[config.mk]
export PLATFORM = sky130hd
export DESIGN_NAME = fifo_uart_tx
export DESIGN_NICKNAME = d
export VERILOG_FILES = /design/src/rtl/uart_tx_pkg.sv /design/src/rtl/uart_baud_cnt.sv /design/src/rtl/fifo_uart_tx.sv
export SDC_FILE = /design/constraint.sdc
export NUM_CORES = 1
export LEC_CHECK = 0
export BUFFER_PORTS_ARGS = -buffer_cell sky130_fd_sc_hd__buf_2
export CAP_MARGIN = 30
export CORE_MARGIN = 5
export CORE_UTILIZATION = 40
export DETAILED_ROUTE_END_ITERATION = 12
export SLEW_MARGIN = 20
export SYNTH_ARGS = -nofsm -noshare
export SYNTH_HDL_FRONTEND = slang
export SYNTH_HIERARCHICAL = 1
export SYNTH_SLANG_ARGS = --single-unit
[constraint.sdc]
create_clock -name clk -period 3.4 [get_ports clk]
set_clock_uncertainty 0.2 [all_clocks]
set_input_delay 0.17 -clock clk [delete_from_list [all_inputs] [get_ports clk]]
set_output_delay 0.17 -clock clk [all_outputs]
set_load 0.005 [all_outputs]
[src/rtl/uart_tx_pkg.sv]
// ---------------------------------------------------------------------------
// uart_tx_pkg
// Shared types and constants for the FIFO-draining UART transmitter.
//   tx_state_e : frame sequencer states
//   PAR_*      : encodings of the PARITY parameter
// ---------------------------------------------------------------------------
package uart_tx_pkg;

    typedef enum logic [2:0] {
        ST_IDLE,
        ST_POP,
        ST_LOAD,
        ST_START,
        ST_DATA,
        ST_PAR,
        ST_STOP
    } tx_state_e;

    localparam int PAR_NONE = 0;
    localparam int PAR_EVEN = 1;
    localparam int PAR_ODD  = 2;

endpackage

[src/rtl/uart_baud_cnt.sv]
// ---------------------------------------------------------------------------
// uart_baud_cnt
// Free-running divider that marks the last clock cycle of each serial bit.
// Ports:
//   clk      in  : clock
//   rst      in  : synchronous active-high reset
//   clr      in  : hold the count at zero (used while no bit is on the line)
//   bit_tick out : high during the final cycle of a CLKS_PER_BIT period
// ---------------------------------------------------------------------------
module uart_baud_cnt #(
    parameter int CLKS_PER_BIT = 868
) (
    input  logic clk,
    input  logic rst,
    input  logic clr,
    output logic bit_tick
);

    localparam int CNT_W = (CLKS_PER_BIT > 1) ? $clog2(CLKS_PER_BIT) : 1;

    logic [CNT_W-1:0] cnt_q;
    logic [CNT_W-1:0] cnt_d;

    assign bit_tick = (cnt_q == CNT_W'(CLKS_PER_BIT - 1));

    // Wrap to zero at every bit boundary so the count never overflows.
    always_comb begin
        cnt_d = cnt_q + CNT_W'(1);
        if (clr || bit_tick) begin
            cnt_d = '0;
        end
    end

    always_ff @(posedge clk) begin
        if (rst) begin
            cnt_q <= '0;
        end else begin
            cnt_q <= cnt_d;
        end
    end

endmodule

[src/rtl/fifo_uart_tx.sv]
// ---------------------------------------------------------------------------
// fifo_uart_tx
// Pops one word from an upstream FIFO per frame and sends it LSB-first as
// start bit, DW data bits, optional parity bit and 1 or 2 stop bits.
// Ports:
//   clk          in  : clock, all logic on posedge
//   rst          in  : synchronous active-high reset
//   enable       in  : permits starting new frames (sampled in IDLE only)
//   empty_flag   in  : FIFO empty status
//   pop_data     in  : FIFO read data, valid the cycle after pop
//   pop          out : registered one-cycle FIFO pop request
//   tx_o         out : registered serial line, idle high
//   busy_o       out : high from POP through the last stop cycle
//   frame_done_o out : one-cycle pulse in the IDLE cycle after STOP
// ---------------------------------------------------------------------------
module fifo_uart_tx
    import uart_tx_pkg::*;
#(
    parameter int DW           = 8,
    parameter int CLKS_PER_BIT = 868,
    parameter int PARITY       = 0,
    parameter int STOP_BITS    = 1
) (
    input  logic          clk,
    input  logic          rst,
    input  logic          enable,
    input  logic          empty_flag,
    input  logic [DW-1:0] pop_data,
    output logic          pop,
    output logic          tx_o,
    output logic          busy_o,
    output logic          frame_done_o
);

    localparam int BIT_W = $clog2(DW + 1);

    tx_state_e        state_q;
    logic [DW-1:0]    shift_q;
    logic [BIT_W-1:0] bit_cnt_q;
    logic             parity_q;
    logic             pop_q;
    logic             tx_q;
    logic             busy_q;
    logic             done_q;

    logic             baud_clr;
    logic             bit_tick;

    // The baud counter only runs while a bit is being driven, so that START
    // always gets a full CLKS_PER_BIT period counted from LOAD.
    assign baud_clr = (state_q == ST_IDLE) || (state_q == ST_POP) ||
                      (state_q == ST_LOAD);

    uart_baud_cnt #(
        .CLKS_PER_BIT (CLKS_PER_BIT)
    ) u_baud (
        .clk      (clk),
        .rst      (rst),
        .clr      (baud_clr),
        .bit_tick (bit_tick)
    );

    always_ff @(posedge clk) begin
        if (rst) begin
            state_q   <= ST_IDLE;
            shift_q   <= '0;
            bit_cnt_q <= '0;
            parity_q  <= 1'b0;
            pop_q     <= 1'b0;
            tx_q      <= 1'b1;
            busy_q    <= 1'b0;
            done_q    <= 1'b0;
        end else begin
            pop_q  <= 1'b0;
            done_q <= 1'b0;
            case (state_q)
                ST_IDLE: begin
                    tx_q <= 1'b1;
                    if (enable && !empty_flag) begin
                        state_q <= ST_POP;
                        pop_q   <= 1'b1;
                        busy_q  <= 1'b1;
                    end
                end
                ST_POP: begin
                    // FIFO read data appears during the following cycle.
                    state_q <= ST_LOAD;
                end
                ST_LOAD: begin
                    shift_q   <= pop_data;
                    parity_q  <= (PARITY == PAR_ODD) ? ~(^pop_data) : (^pop_data);
                    bit_cnt_q <= '0;
                    tx_q      <= 1'b0;
                    state_q   <= ST_START;
                end
                ST_START: begin
                    if (bit_tick) begin
                        tx_q    <= shift_q[0];
                        shift_q <= shift_q >> 1;
                        state_q <= ST_DATA;
                    end
                end
                ST_DATA: begin
                    if (bit_tick) begin
                        if (bit_cnt_q == BIT_W'(DW - 1)) begin
                            bit_cnt_q <= '0;
                            if (PARITY != PAR_NONE) begin
                                tx_q    <= parity_q;
                                state_q <= ST_PAR;
                            end else begin
                                tx_q    <= 1'b1;
                                state_q <= ST_STOP;
                            end
                        end else begin
                            bit_cnt_q <= bit_cnt_q + BIT_W'(1);
                            tx_q      <= shift_q[0];
                            shift_q   <= shift_q >> 1;
                        end
                    end
                end
                ST_PAR: begin
                    if (bit_tick) begin
                        tx_q    <= 1'b1;
                        state_q <= ST_STOP;
                    end
                end
                ST_STOP: begin
                    // The bit counter is reused to count stop bits.
                    if (bit_tick) begin
                        if (bit_cnt_q == BIT_W'(STOP_BITS - 1)) begin
                            bit_cnt_q <= '0;
                            busy_q    <= 1'b0;
                            done_q    <= 1'b1;
                            state_q   <= ST_IDLE;
                        end else begin
                            bit_cnt_q <= bit_cnt_q + BIT_W'(1);
                        end
                    end
                end
                default: begin
                    state_q <= ST_IDLE;
                end
            endcase
        end
    end

    assign pop          = pop_q;
    assign tx_o         = tx_q;
    assign busy_o       = busy_q;
    assign frame_done_o = done_q;

endmodule
* Word-level counts from Yosys, hierarchy flattened
Index checks and enable logic that the tools add are counted.
** Storage, ports and cells
- Bits of input ports :: 12
- Register bits after elaboration :: 29
- Logic and storage cells :: 76
- Output and inout port bits :: 4
** Cells by class
- Equality and inequality tests :: 16
- Reduce and logical (&&, ||, !) cells :: 19
- Add/sub/neg operators :: 2
- Multiplexer cells :: 28
- Bitwise operators :: 3
** Operator list (count)
- $mux W8 :: 3
- $pmux W8 S3 :: 1
- $mux W3 :: 7
- $pmux W3 S7 :: 1
- $mux W4 :: 4
- $pmux W4 S3 :: 1
- $reduce_and A4 Y1 :: 3
- $add A10 B1 Y10 const B :: 1
- $eq A10 B10 Y1 const B :: 1
- $ne A2 B1 Y1 const B :: 5
- $eq A3 B3 Y1 const B :: 3
- $mux W1 :: 9
- $reduce_and A7 Y1 :: 1
- $eq A3 B2 Y1 const B :: 2
- $ne A2 B2 Y1 const B :: 3
- $reduce_bool A3 Y1 :: 2
- $pmux W1 S5 :: 1
- $reduce_bool A5 Y1 :: 1
- $add A4 B1 Y4 const B :: 1
- $eq A4 B3 Y1 const B :: 1
- $logic_not A4 Y1 :: 1
- $reduce_or A2 Y1 :: 2
- $eq A3 B1 Y1 const B :: 1
- $logic_not A3 Y1 :: 1
- other kinds (8) :: 12

* Longest topological paths before layout
Gate-level depths: netlist of run 1.
- Depth after elaboration :: 5
- Depth in mapped cells :: 10
- Gate-level depth less buffers :: 8

* By module
Netlist of run 1, hierarchy kept.
** By module, submodules not included
- fifo_uart_tx :: instances 1, sequential area each 380.4 um^2, area an instance 1013.5 um^2, cells each 114
- uart_baud_cnt :: instances 1, sequential area each 200.2 um^2, area an instance 479.2 um^2, cells each 54

* Worst setup path after synthesis of run 1
Ideal clock, no wire load.
- Path kind :: reg2reg
- Start point :: register u_baud.cnt_q[0]
- End point :: register bit_cnt_q[1]
- Data required time :: 3112 ps
- Buffers on the path :: 1
- Arrival :: 2109 ps
- Setup time :: 88 ps
- Cell stages (with the launch flop) :: 10
- Clock period less this slack :: 2397 ps
- Slack :: 1003 ps
- Cell sequence :: dfxtp_1 > ha_1 > nor4b_2 > nand2_2 > nor2_1 > buf_2 > inv_1 > or3_1 > or3_4 > o32ai_2
** On the way
- Longest elaborated chain between the ends :: 3
- Elaborated cells on any way between the ends :: 4
- Those cells by class :: 3 x eq/ne; 1 x reduce/logical
** Ends and longest elaborated chain
- start, declared :: RTL line uart_baud_cnt.sv:21 : logic [CNT_W-1:0] cnt_q;
- start signal, assigned :: RTL line uart_baud_cnt.sv:38 : cnt_q <= cnt_d;
- $eq A10 B10 Y1 * :: RTL line uart_baud_cnt.sv:24 : assign bit_tick = (cnt_q == CNT_W'(CLKS_PER_BIT - 1));
- named net bit_tick :: RTL line fifo_uart_tx.sv:47 : logic bit_tick;
- $ne A2 B1 Y1 (no line)
- $reduce_and A3 Y1 (no line) *
- end signal, assigned :: RTL line fifo_uart_tx.sv:115 : bit_cnt_q <= bit_cnt_q + BIT_W'(1);
- end signal, assigned :: RTL line fifo_uart_tx.sv:136 : bit_cnt_q <= bit_cnt_q + BIT_W'(1);
- end, declared :: RTL line fifo_uart_tx.sv:39 : logic [BIT_W-1:0] bit_cnt_q;
Mark *: on every way through the listed nets, which the timed path passes. The rest lies on a longest branch.
A chain may end at the register's enable or synchronous reset.

* Worst setup path in the final report of run 1
Ends and elaborated chain as after synthesis.

==> summary.txt, run 1 <==
Synthesis
  • Top cell type's share of synthesized area: 38.9%
  • Seq/Total Area, Yosys: 38.9%
  • Post-synthesis cell area: 1490 um2
  • Area contributors post-synth: dfxtp_1 39%, nor2_1 5.8%, mux2i_1 4.7%, a211oi_1 3.5%, a21oi_1 3.0%
  • Gate Count Post-Synth: 168
  • Commonest cells in the netlist: 29 x dfxtp_1, 23 x nor2_1, 10 x inv_1
  • Number of flops mapped to enable cells by yosys: 0
  • Syn Nets: 183
  • Synth cell types: 55
  • Asr flop ratio synth: 0%
  • Yosys top cell by area: dfxtp_1
  • Avg Cell Area, Syn: 8.89 um2
  • Synthesis Warnings: 6
  • Synth Register Bits: 29
  • Top-count cell post-synth: dfxtp_1
  • Top FF cell, synth: dfxtp_1

CTS
  • Root Driver: clkbuf_8
  • Clk_lat worst skew: 0.27 ns
  • Post-CTS Setup Bufs: 0
  • H-tree Lvls: 2
  • CTS Buf Count: 5
  • CTS tree: done
  • # hold bufs at CTS: 0
  • Post_cts resized: 0
  • CTS clk-pin slew, worst paths: 0.06 ns
  • Num Clock Sinks: 29
  • Longest Clk Path Bufs: 2

Place
  • RD Place Congestion: 0.814
  • Placed cell area: 1590 um2
  • PortBufs: 15
  • Dpl hpwl: 2170 um

Critical path
  • Slowest CP cell: or3_4
  • R2R Setup Slk: 0.58 ns
  • Endpoint class of the critical path: register
  • CP delay by family, top: simple AND/OR/NAND/NOR gates
  • CP max FO: 9
  • Critical path class: reg2reg
  • Crit-path cells: ha_1 -> nor4b_2 -> nand2_2 -> nor2_1 -> inv_1 -> or3_1 -> or3_4 -> o32ai_2
  • FF-to-FF End: bit_cnt_q[1]
  • CP Launch Type: register
  • Worst EP arrival: 2.80 ns
  • R2r startpoint: u_baud/cnt_q[0]
  • Critical Path RT: 3.38 ns
  • Slowest stage delay, CP: 0.41 ns
  • Levels on crit path: 8
  • Worst path bufs/invs: 1
  • Worst r2r path cells: 8

Cells and area
  • Core Util, Final: 46.9%
  • Fillers: 376
  • ANT cells: 0
  • Syn-to-layout area delta: 14.3%
  • Number of nets in the layout: 197
  • Layout cells sized above 1: 19.7%
  • Post-layout instance area: 1710 um2

Outcome
  • Status: finished, final reports clean

Drt
  • DR WL/cell: 13.0 um
  • DR vias: 1240
  • DRT Pass-1 Iters: 4
  • Total Wirelength: 3010 um
  • Vias per cell: 5.37
  • Iteration-0 DRC Markers: 48
  • DRT antenna net count: 0
  • Drt drc: 0

Power and ir drop
  • Worst VDD drop: 226 uV
  • Pleak: 0.561 nW
  • Pwr/cell area: 460 nW/um2

Min path
  • WHS Path Cells: 3
  • Hold_sp: empty_flag
  • Hold EP: pop
  • Worst hold path class: in2reg

Die
  • Core ar.: 3630 um2
  • Initial Util: 41.1%
  • I/O pins: 16
  • Die height: 71.1 um
  • Die area: 5050 um2
  • Die Wd: 71.1 um
  • Num rows: 22

Global route
  • Global-route wire length before repair: 5050 um
  • Largest net degree at the start of global routing: 23
  • GRT Overall Usage: 12.5%
  • Initial antenna violation count: 0
  • Vias in the first global route: 1150
  • GRT overflow: 0

STA
  • Pins over their slew limit: 0
  • Setup violators final: 0
  • Fin crit period: 2.82 ns
  • Final Hold Fails: 0
  • TNS Setup: 0 ns
  • Max_slew headroom: 60.2%
  • Worst Tran Pin Value: 0.596 ns
  • FMAX: 0.355 GHz
  • Final period util: 83.0%
  • RSZ-0062 raised after global routing: no

Run
  • Max Cap Violations: 0
[worst register-to-register path: stages, from the launching register on]
cell,delay (ns)
dfxtp_1,0.36
ha_1,0.23
nor4b_2,0.38
nand2_2,0.14
nor2_1,0.40
inv_1,0.12
or3_1,0.36
or3_4,0.41
o32ai_2,0.12
[metal layers]
layer	vias to the layer above	track usage, %	wire (um)
met5	-	0	0
met4	0	5.22	24
met3	2	4.97	147
met2	29	19.7	1440
met1	581	15.2	1390
li1	628	-	-
[cell type report]
class / instances / area, um2 / area share, %
well taps: 48 / 60.1 / 3.52
flip-flops and latches: 29 / 581 / 34.0
multi-input cells: 120 / 832 / 48.8
repair buffers: 15 / 75.1 / 4.40
clock inverters: 1 / 30.0 / 1.76
clock buffers: 7 / 86.3 / 5.06
inverters: 11 / 41.3 / 2.42
[registers in the layout, indices dropped and copies added (netlist names)]
register      count
u_baud/cnt_q     10
shift_q           8
bit_cnt_q         4
state_q           3
busy_o            1
frame_done_o      1
pop               1
tx_o              1
[how the worst max path moves through the flow]
stage / end / start / slack (ns)
after global placement: bit_cnt_q[1] / u_baud/cnt_q[0] / 0.74
final: bit_cnt_q[1] / u_baud/cnt_q[0] / 0.58
after CTS: bit_cnt_q[1] / u_baud/cnt_q[0] / 0.61
after global routing: bit_cnt_q[1] / u_baud/cnt_q[0] / 0.40
after floorplan: bit_cnt_q[1] / u_baud/cnt_q[0] / 1.00
after detailed placement: bit_cnt_q[1] / u_baud/cnt_q[1] / 0.65
[cell families after synthesis]
group	after synthesis	synth area share, %
simple gates	63	22.6
compound gates	42	23.0
flops	29	38.9
buf+inv	19	5.36
mux	7	4.69
xor+xnor	5	2.93
fa+ha+maj	3	2.51
[cells in the final DEF (no fill, tap or decap), types with 3 or more instances in the layout]
master / n
mux2i_1: 7
nand2_1: 7
clkbuf_8: 6
ha_1: 3
nand2b_1: 3
nand3_1: 8
dfxtp_1: 29
buf_2: 15
a21oi_1: 9
inv_1: 10
nor2_1: 23
a211oi_1: 7
xor2_1: 3
[power breakdown]
part | switching (mW) | internal, mW | total, mW
clock | 0.126 | 0.239 | 0.365
combinational | 0.0291 | 0.0264 | 0.0555
sequential | 0.0131 | 0.352 | 0.365
[through the flow]
step	power, mW	hold WS, ns	std cells	setup slack [ns]
after floorplan	0.412	0.154	168	1.00
after global placement	0.425	0.241	223	0.744
after detailed placement	0.428	0.250	223	0.650
after CTS	0.793	0.00339	231	0.613
after global routing	0.819	0.0236	231	0.398
final	0.785	0.0106	231	0.579
No activity file was read; power rests on OpenSTA's default activity.
==> inputs of run 2 (changes only) <==
==> constraint.sdc (replaced) <==
create_clock -name clk -period 2.3 [get_ports clk]
set_clock_uncertainty 0.2 [all_clocks]
set_input_delay 0.115 -clock clk [delete_from_list [all_inputs] [get_ports clk]]
set_output_delay 0.115 -clock clk [all_outputs]
set_load 0.005 [all_outputs]
==> summary.txt, run 2 (same netlist as run 1, synthesis figures left out) <==
Outcome
  • Status: finished, final reports clean

Drt
  • Iteration-0 DRC Markers: 43 (-10%)
  • DRT Pass-1 Iters: 4 (unchanged)
  • DR vias: 1324 (+6.8%)
  • DRT antenna net count: 0 (unchanged)
  • Drt drc: 0 (unchanged)
  • Vias per cell: 5.36 (-0.14%)
  • DR WL/cell: 12.6 um (-2.9%)
  • Total Wirelength: 3120 um (+3.8%)

Min path
  • WHS Path Cells: 3 (unchanged)
  • Hold EP: pop
  • Hold_sp: enable
  • Worst hold path class: in2reg

Global route
  • Grt met1 use: 16.6% (+1.4 points)
  • M3 GR Usage: 3.98% (-0.99 points)
  • Initial antenna violation count: 0 (unchanged)
  • GRT overflow: 0 (unchanged)
  • Largest net degree at the start of global routing: 23 (unchanged)
  • GRT Overall Usage: 12.9% (+0.39 points)
  • Global-route wire length before repair: 5370 um (+6.3%)
  • GR Util met2: 20.5% (+0.82 points)
  • Vias in the first global route: 1206 (+4.9%)
  • Busiest grt layer: met2

Cells and area
  • ANT cells: 0 (unchanged)
  • Leading registers by flop count: u_baud/cnt_q (10), shift_q (8), bit_cnt_q (4)
  • Fillers: 354 (-5.9%)
  • Commonest cells after routing, fill and taps aside: 27 x dfxtp_1, 22 x nor2_1, 15 x buf_2
  • Commonest non-fill, non-tap cell in the layout: dfxtp_1
  • Layout cells sized above 1: 24.6% (+5.0 points)
  • Biggest register: u_baud/cnt_q
  • Syn-to-layout area delta: 26.5%
  • Flip-flop count of the largest register after layout: 10 (unchanged)
  • Number of nets in the layout: 213 (+8.1%)

CTS
  • CTS tree: done
  • H-tree Lvls: 2 (unchanged)
  • Root Driver: clkbuf_8
  • CTS clk-pin slew, worst paths: 0.06 ns (about the same)
  • Clk_lat worst skew: 0.28 ns (about the same)
  • CTS Buf Count: 5 (unchanged)
  • Longest Clk Path Bufs: 2 (unchanged)
  • Num Clock Sinks: 29 (unchanged)

Place
  • PortBufs: 15 (unchanged)
  • RD Place Congestion: 0.813 (about the same)
  • Dpl hpwl: 2230 um (+2.6%)

STA
  • Final period util: 92.9% (+9.9 points)
  • Worst hold slack: 0.0412 ns (+0.0306 ns)
  • Worst Tran Pin Value: 0.613 ns (+0.0172 ns)
  • Setup violators final: 0 (unchanged)
  • Fin crit period: 2.14 ns (-0.684 ns)
  • TNS Setup: 0 ns (unchanged)
  • Final Hold Fails: 0 (unchanged)
  • FMAX: 0.468 GHz (+32%)
  • Max_slew headroom: 59.1% (-1.1 points)
  • Pins over their slew limit: 0 (unchanged)

Critical path
  • Slowest CP cell: dfxtp_4
  • Worst EP arrival: 2.10 ns (-0.70 ns)
  • CP max FO: 8 (-1)
  • Slowest stage delay, CP: 0.37 ns (-0.04 ns)
  • R2r startpoint: u_baud/cnt_q[0]
  • Worst r2r path cells: 9 (+1)
  • Worst path bufs/invs: 1 (unchanged)
  • R2R Setup Slk: 0.16 ns (-0.42 ns)
  • Critical Path RT: 2.26 ns (-1.12 ns)
  • CP delay by family, top: compound AO/OA/AOI/OAI gates
  • Crit-path cells: ha_4 -> nor4b_4 -> nand2_2 -> nor2_4 -> buf_6 -> a21boi_0 -> o22a_1 -> a2111oi_4 -> a21oi_1
  • Endpoint class of the critical path: register
  • Critical path class: reg2reg
  • CP Launch Type: register
  • FF-to-FF End: tx_o

Die
  • Die area: 5050 um2 (unchanged)
  • Die Wd: 71.1 um (unchanged)
  • Core ar.: 3630 um2 (unchanged)
  • Num rows: 22 (unchanged)
  • Initial Util: 41.1% (unchanged)
  • I/O pins: 16 (unchanged)
  • Die height: 71.1 um (unchanged)

Run
  • Max Cap Violations: 0 (unchanged)

Power and ir drop
  • Worst VDD drop: 268 uV (+19%)
  • Pwr/cell area: 554 nW/um2 (+20%)
  • Pleak: 0.628 nW (+12%)
==> run 2: power by group <==
group	leakage [nW]	switching (mW)	total (mW)	internal, mW
logic	0.346	0.0480	0.105	0.0571
clock network	0.0450	0.193	0.402	0.209
registers	0.236	0.0203	0.539	0.519
==> run 2: area by class of cell <==
class,instances,area [um2],share of cell area (%)
inverters,11,41.3,2.19
flip-flops and latches,29,586,31.0
repair buffers,31,234,12.4
well taps,48,60.1,3.18
clock buffers,6,72.6,3.84
clock inverters,2,10.0,0.530
multi-input cells,120,885,46.9
==> run 2: worst max-delay path by stage <==
stage	endpoint	slack, ns	cells after the start	from
after floorplan	bit_cnt_q[1]	0.04	9	u_baud/cnt_q[1]
after global placement	bit_cnt_q[1]	0.11	8	u_baud/cnt_q[1]
after detailed placement	tx_o	0.04	9	u_baud/cnt_q[1]
after CTS	tx_o	0.04	9	u_baud/cnt_q[0]
after global routing	tx_o	-0.0003	9	u_baud/cnt_q[0]
final	tx_o	0.16	9	u_baud/cnt_q[0]
==> run 2: metal layers <==
layer	up-vias	part of all wire, %
met5	-	0
met4	0	0.93
met3	4	4.3
met2	29	48
met1	620	46
li1	671	-
==> run 2: metrics by stage <==
stage	instances	util [%]	area (um2)	setup slack [ns]	total power, mW
3_5_place_dp	228	45.6	1660	0.0446	0.632
6_report	247	52.0	1890	0.163	1.05
3_3_place_gp	228	45.6	1660	0.107	0.629
2_1_floorplan	168	-	1520	0.0358	0.609
5_1_grt	247	52.0	1890	-0.000294	1.09
4_1_cts	245	50.3	1830	0.0379	1.05
==> run 2: worst reg2reg max path: stages (launching register included) <==
cell	delay [ns]
dfxtp_4	0.37
ha_4	0.15
nor4b_4	0.25
nand2_2	0.12
nor2_4	0.10
buf_6	0.13
a21boi_0	0.08
o22a_1	0.24
a2111oi_4	0.31
a21oi_1	0.06
==> run 2: what timing repair did <==
item,4_1_cts,5_1_grt
hold buffers,9,0
setup endpoints to repair,0,13
setup buffers,0,2
gates resized for setup,0,7
hold endpoints to repair,9,0
==> inputs of run 3 (changes only) <==
--- a/config.mk
+++ b/config.mk
@@ -13,5 +13,4 @@
 export SLEW_MARGIN = 20
 export SYNTH_ARGS = -nofsm -noshare
 export SYNTH_HDL_FRONTEND = slang
-export SYNTH_HIERARCHICAL = 1
 export SYNTH_SLANG_ARGS = --single-unit
==> summary.txt, run 3 <==
Outcome
  • Status: finished, final reports clean

CTS
  • Longest Clk Path Bufs: 2 (unchanged)
  • Root Driver: clkbuf_4
  • CTS Buf Count: 5 (unchanged)
  • Post-CTS Setup Bufs: 0 (unchanged)
  • CTS clk-pin slew, worst paths: 0.11 ns (+0.05 ns)
  • Post_cts resized: 0 (unchanged)
  • CTS tree: done
  • Num Clock Sinks: 29 (unchanged)
  • H-tree Lvls: 2 (unchanged)
  • # hold bufs at CTS: 11 (+2)
  • Clk_lat worst skew: 0.34 ns (+0.06 ns)

Min path
  • WHS Path Cells: 2 (-1)
  • Hold_sp: shift_q[7]
  • Worst hold path class: reg2reg

Synthesis
  • Synth Register Bits: 29 (unchanged)
  • Area contributors post-synth: dfxtp_1 40%, nor2_1 7.2%, mux2i_1 4.8%, a21oi_1 3.8%, a211oi_1 3.6%
  • Top-count cell post-synth: dfxtp_1
  • Avg Cell Area, Syn: 8.36 um2 (-5.9%)
  • Seq/Total Area, Yosys: 39.9% (+1.0 points)
  • Yosys top cell by area: dfxtp_1
  • Top cell type's share of synthesized area: 39.9% (+1.0 points)
  • Number of flops mapped to enable cells by yosys: 0 (unchanged)
  • Syn Nets: 189 (+3.3%)
  • Top FF cell, synth: dfxtp_1
  • Asr flop ratio synth: 0% (unchanged)
  • Post-synthesis cell area: 1460 um2 (-2.5%)
  • Commonest cells in the netlist: 29 x dfxtp_1, 28 x nor2_1, 12 x nand2_1
  • Synthesis Warnings: 0 (-6)
  • Gate Count Post-Synth: 174 (+3.6%)
  • Synth cell types: 40 (-27%)

Drt
  • Total Wirelength: 2960 um (-5.0%)
  • Iteration-0 DRC Markers: 114 (+170%)
  • DRT antenna net count: 0 (unchanged)
  • Drt drc: 0 (unchanged)
  • DR vias: 1277 (-3.5%)
  • DR WL/cell: 11.7 um (-7.3%)
  • DRT Pass-1 Iters: 4 (unchanged)
  • Vias per cell: 5.05 (-5.8%)

Critical path
  • Worst path bufs/invs: 0 (-1)
  • Slowest stage delay, CP: 0.52 ns (+0.15 ns)
  • Levels on crit path: 4 (-5)
  • CP Launch Type: register
  • Worst r2r path cells: 4 (-5)
  • CP max FO: 5 (-3)
  • R2r startpoint: u_baud.cnt_q[3]
  • Worst EP arrival: 2.15 ns (+0.05 ns)
  • Critical Path RT: 2.37 ns (+0.11 ns)
  • Slowest CP cell: or4b_1
  • CP delay by family, top: simple AND/OR/NAND/NOR gates
  • Critical path origin: u_baud.cnt_q[3]
  • Crit-path cells: or4b_1 -> o31a_1 -> or4_1 -> a21oi_1
  • Endpoint class of the critical path: register
  • Critical path class: reg2reg

Place
  • PortBufs: 15 (unchanged)
  • Pre-CTS setup slack: 0.236 ns (+0.191 ns)
  • Placed cells: 234 (+2.6%)
  • Dpl hpwl: 2100 um (-5.8%)
  • RD Place Congestion: 0.804 (-1.2%)

Cells and area
  • Layout cells sized above 1: 15.1% (-9.5 points)
  • Commonest cells after routing, fill and taps aside: 29 x dfxtp_1, 28 x nor2_1, 15 x buf_2
  • Fin cells: 253 (+2.4%)
  • ANT cells: 0 (unchanged)
  • Biggest register: u_baud.cnt_q
  • Leading registers by flop count: u_baud.cnt_q (10), shift_q (8), bit_cnt_q (4)
  • Flip-flop count of the largest register after layout: 10 (unchanged)
  • Commonest non-fill, non-tap cell in the layout: dfxtp_1
  • Number of nets in the layout: 219 (+2.8%)
  • Syn-to-layout area delta: 20.4%

STA
  • Pins over their slew limit: 0 (unchanged)
  • Fin crit period: 2.08 ns (-0.0570 ns)
  • Final worst slack: 0.220 ns (+0.0570 ns)
  • Setup violators final: 0 (unchanged)
  • Final Hold Fails: 0 (unchanged)
  • RSZ-0062 raised after global routing: no
  • TNS Setup: 0 ns (unchanged)
  • Final period util: 90.4% (-2.5 points)
  • FMAX: 0.481 GHz (+2.7%)
  • Worst Tran Pin Value: 0.469 ns (-0.143 ns)
  • Worst hold slack: 0.286 ns (+0.245 ns)
  • Max_slew headroom: 68.7% (+9.6 points)

Global route
  • Global-route wire length before repair: 5400 um (+0.63%)
  • Vias in the first global route: 1266 (+5.0%)
  • GRT overflow: 0 (unchanged)
  • Initial antenna violation count: 0 (unchanged)
  • Largest net degree at the start of global routing: 25 (+8.7%)
  • GRT Overall Usage: 13.6% (+0.73 points)

Die
  • I/O pins: 16 (unchanged)
  • Die height: 70.3 um (-1.1%)
  • Num rows: 22 (unchanged)
  • Initial Util: 40.7% (-0.42 points)
  • Die Wd: 70.3 um (-1.1%)
  • Die area: 4940 um2 (-2.2%)
  • Core ar.: 3580 um2 (-1.5%)

Power and ir drop
  • Pwr/cell area: 561 nW/um2 (+1.2%)
  • Pleak: 0.689 nW (+9.7%)
  • Worst VDD drop: 440 uV (+64%)
  • Post-route total power: 0.982 mW (-6.1%)

Run
  • Max Cap Violations: 0 (unchanged)
## run 3: area by class of cell
cell class | count | area (um2)
well taps | 48 | 60.1
clock buffers | 5 | 37.5
flip-flops and latches | 29 | 581
multi-input cells | 133 | 822
clock inverters | 3 | 17.5
inverters | 5 | 18.8
repair buffers | 30 | 215
fillers | 367 | 1830
## run 3: final timing paths
kind                       end  slack [ns]
hold reg to reg     shift_q[7]        0.29
hold / removal      shift_q[7]        0.29
setup / recovery  bit_cnt_q[3]        0.22
setup reg to reg  bit_cnt_q[3]        0.22
## run 3: layer usage
layer	wire length, um	GRT usage (%)
met5	0	0
met4	45	5.74
met3	189	5.61
met2	1350	22.3
met1	1370	15.5
## run 3: cell families (layout without fill, tap and decap cells)
| logic type | Yosys count | after routing | synth area share, % |
|---|---|---|---|
| buf+inv | 12 | 43 | 3.61 |
| flops | 29 | 29 | 39.9 |
| compound gates | 32 | 32 | 14.4 |
| simple gates | 82 | 82 | 29.2 |
| fa+ha+maj | 4 | 4 | 3.27 |
| mux | 7 | 7 | 4.82 |
| xor+xnor | 8 | 8 | 4.82 |
## run 3: where the power goes
| group | switching [mW] | leakage, nW | internal, mW |
|---|---|---|---|
| clock | 0.187 | 0.0310 | 0.115 |
| combinational | 0.0611 | 0.422 | 0.0653 |
| sequential | 0.0256 | 0.235 | 0.529 |
## run 3: through the flow
step / util [%] / area, um2
after floorplan: - / 1460
after global placement: 44.3 / 1590
after detailed placement: 44.3 / 1590
after CTS: 49.0 / 1750
after global routing: 49.0 / 1750
final: 49.0 / 1750
## run 3: worst reg2reg max path, delay by kind of cell (launching register included)
| kind | cells | cell delay, ns |
|---|---|---|
| flops | 1 | 0.37 |
| compound gates | 2 | 0.43 |
| simple gates | 2 | 1.00 |
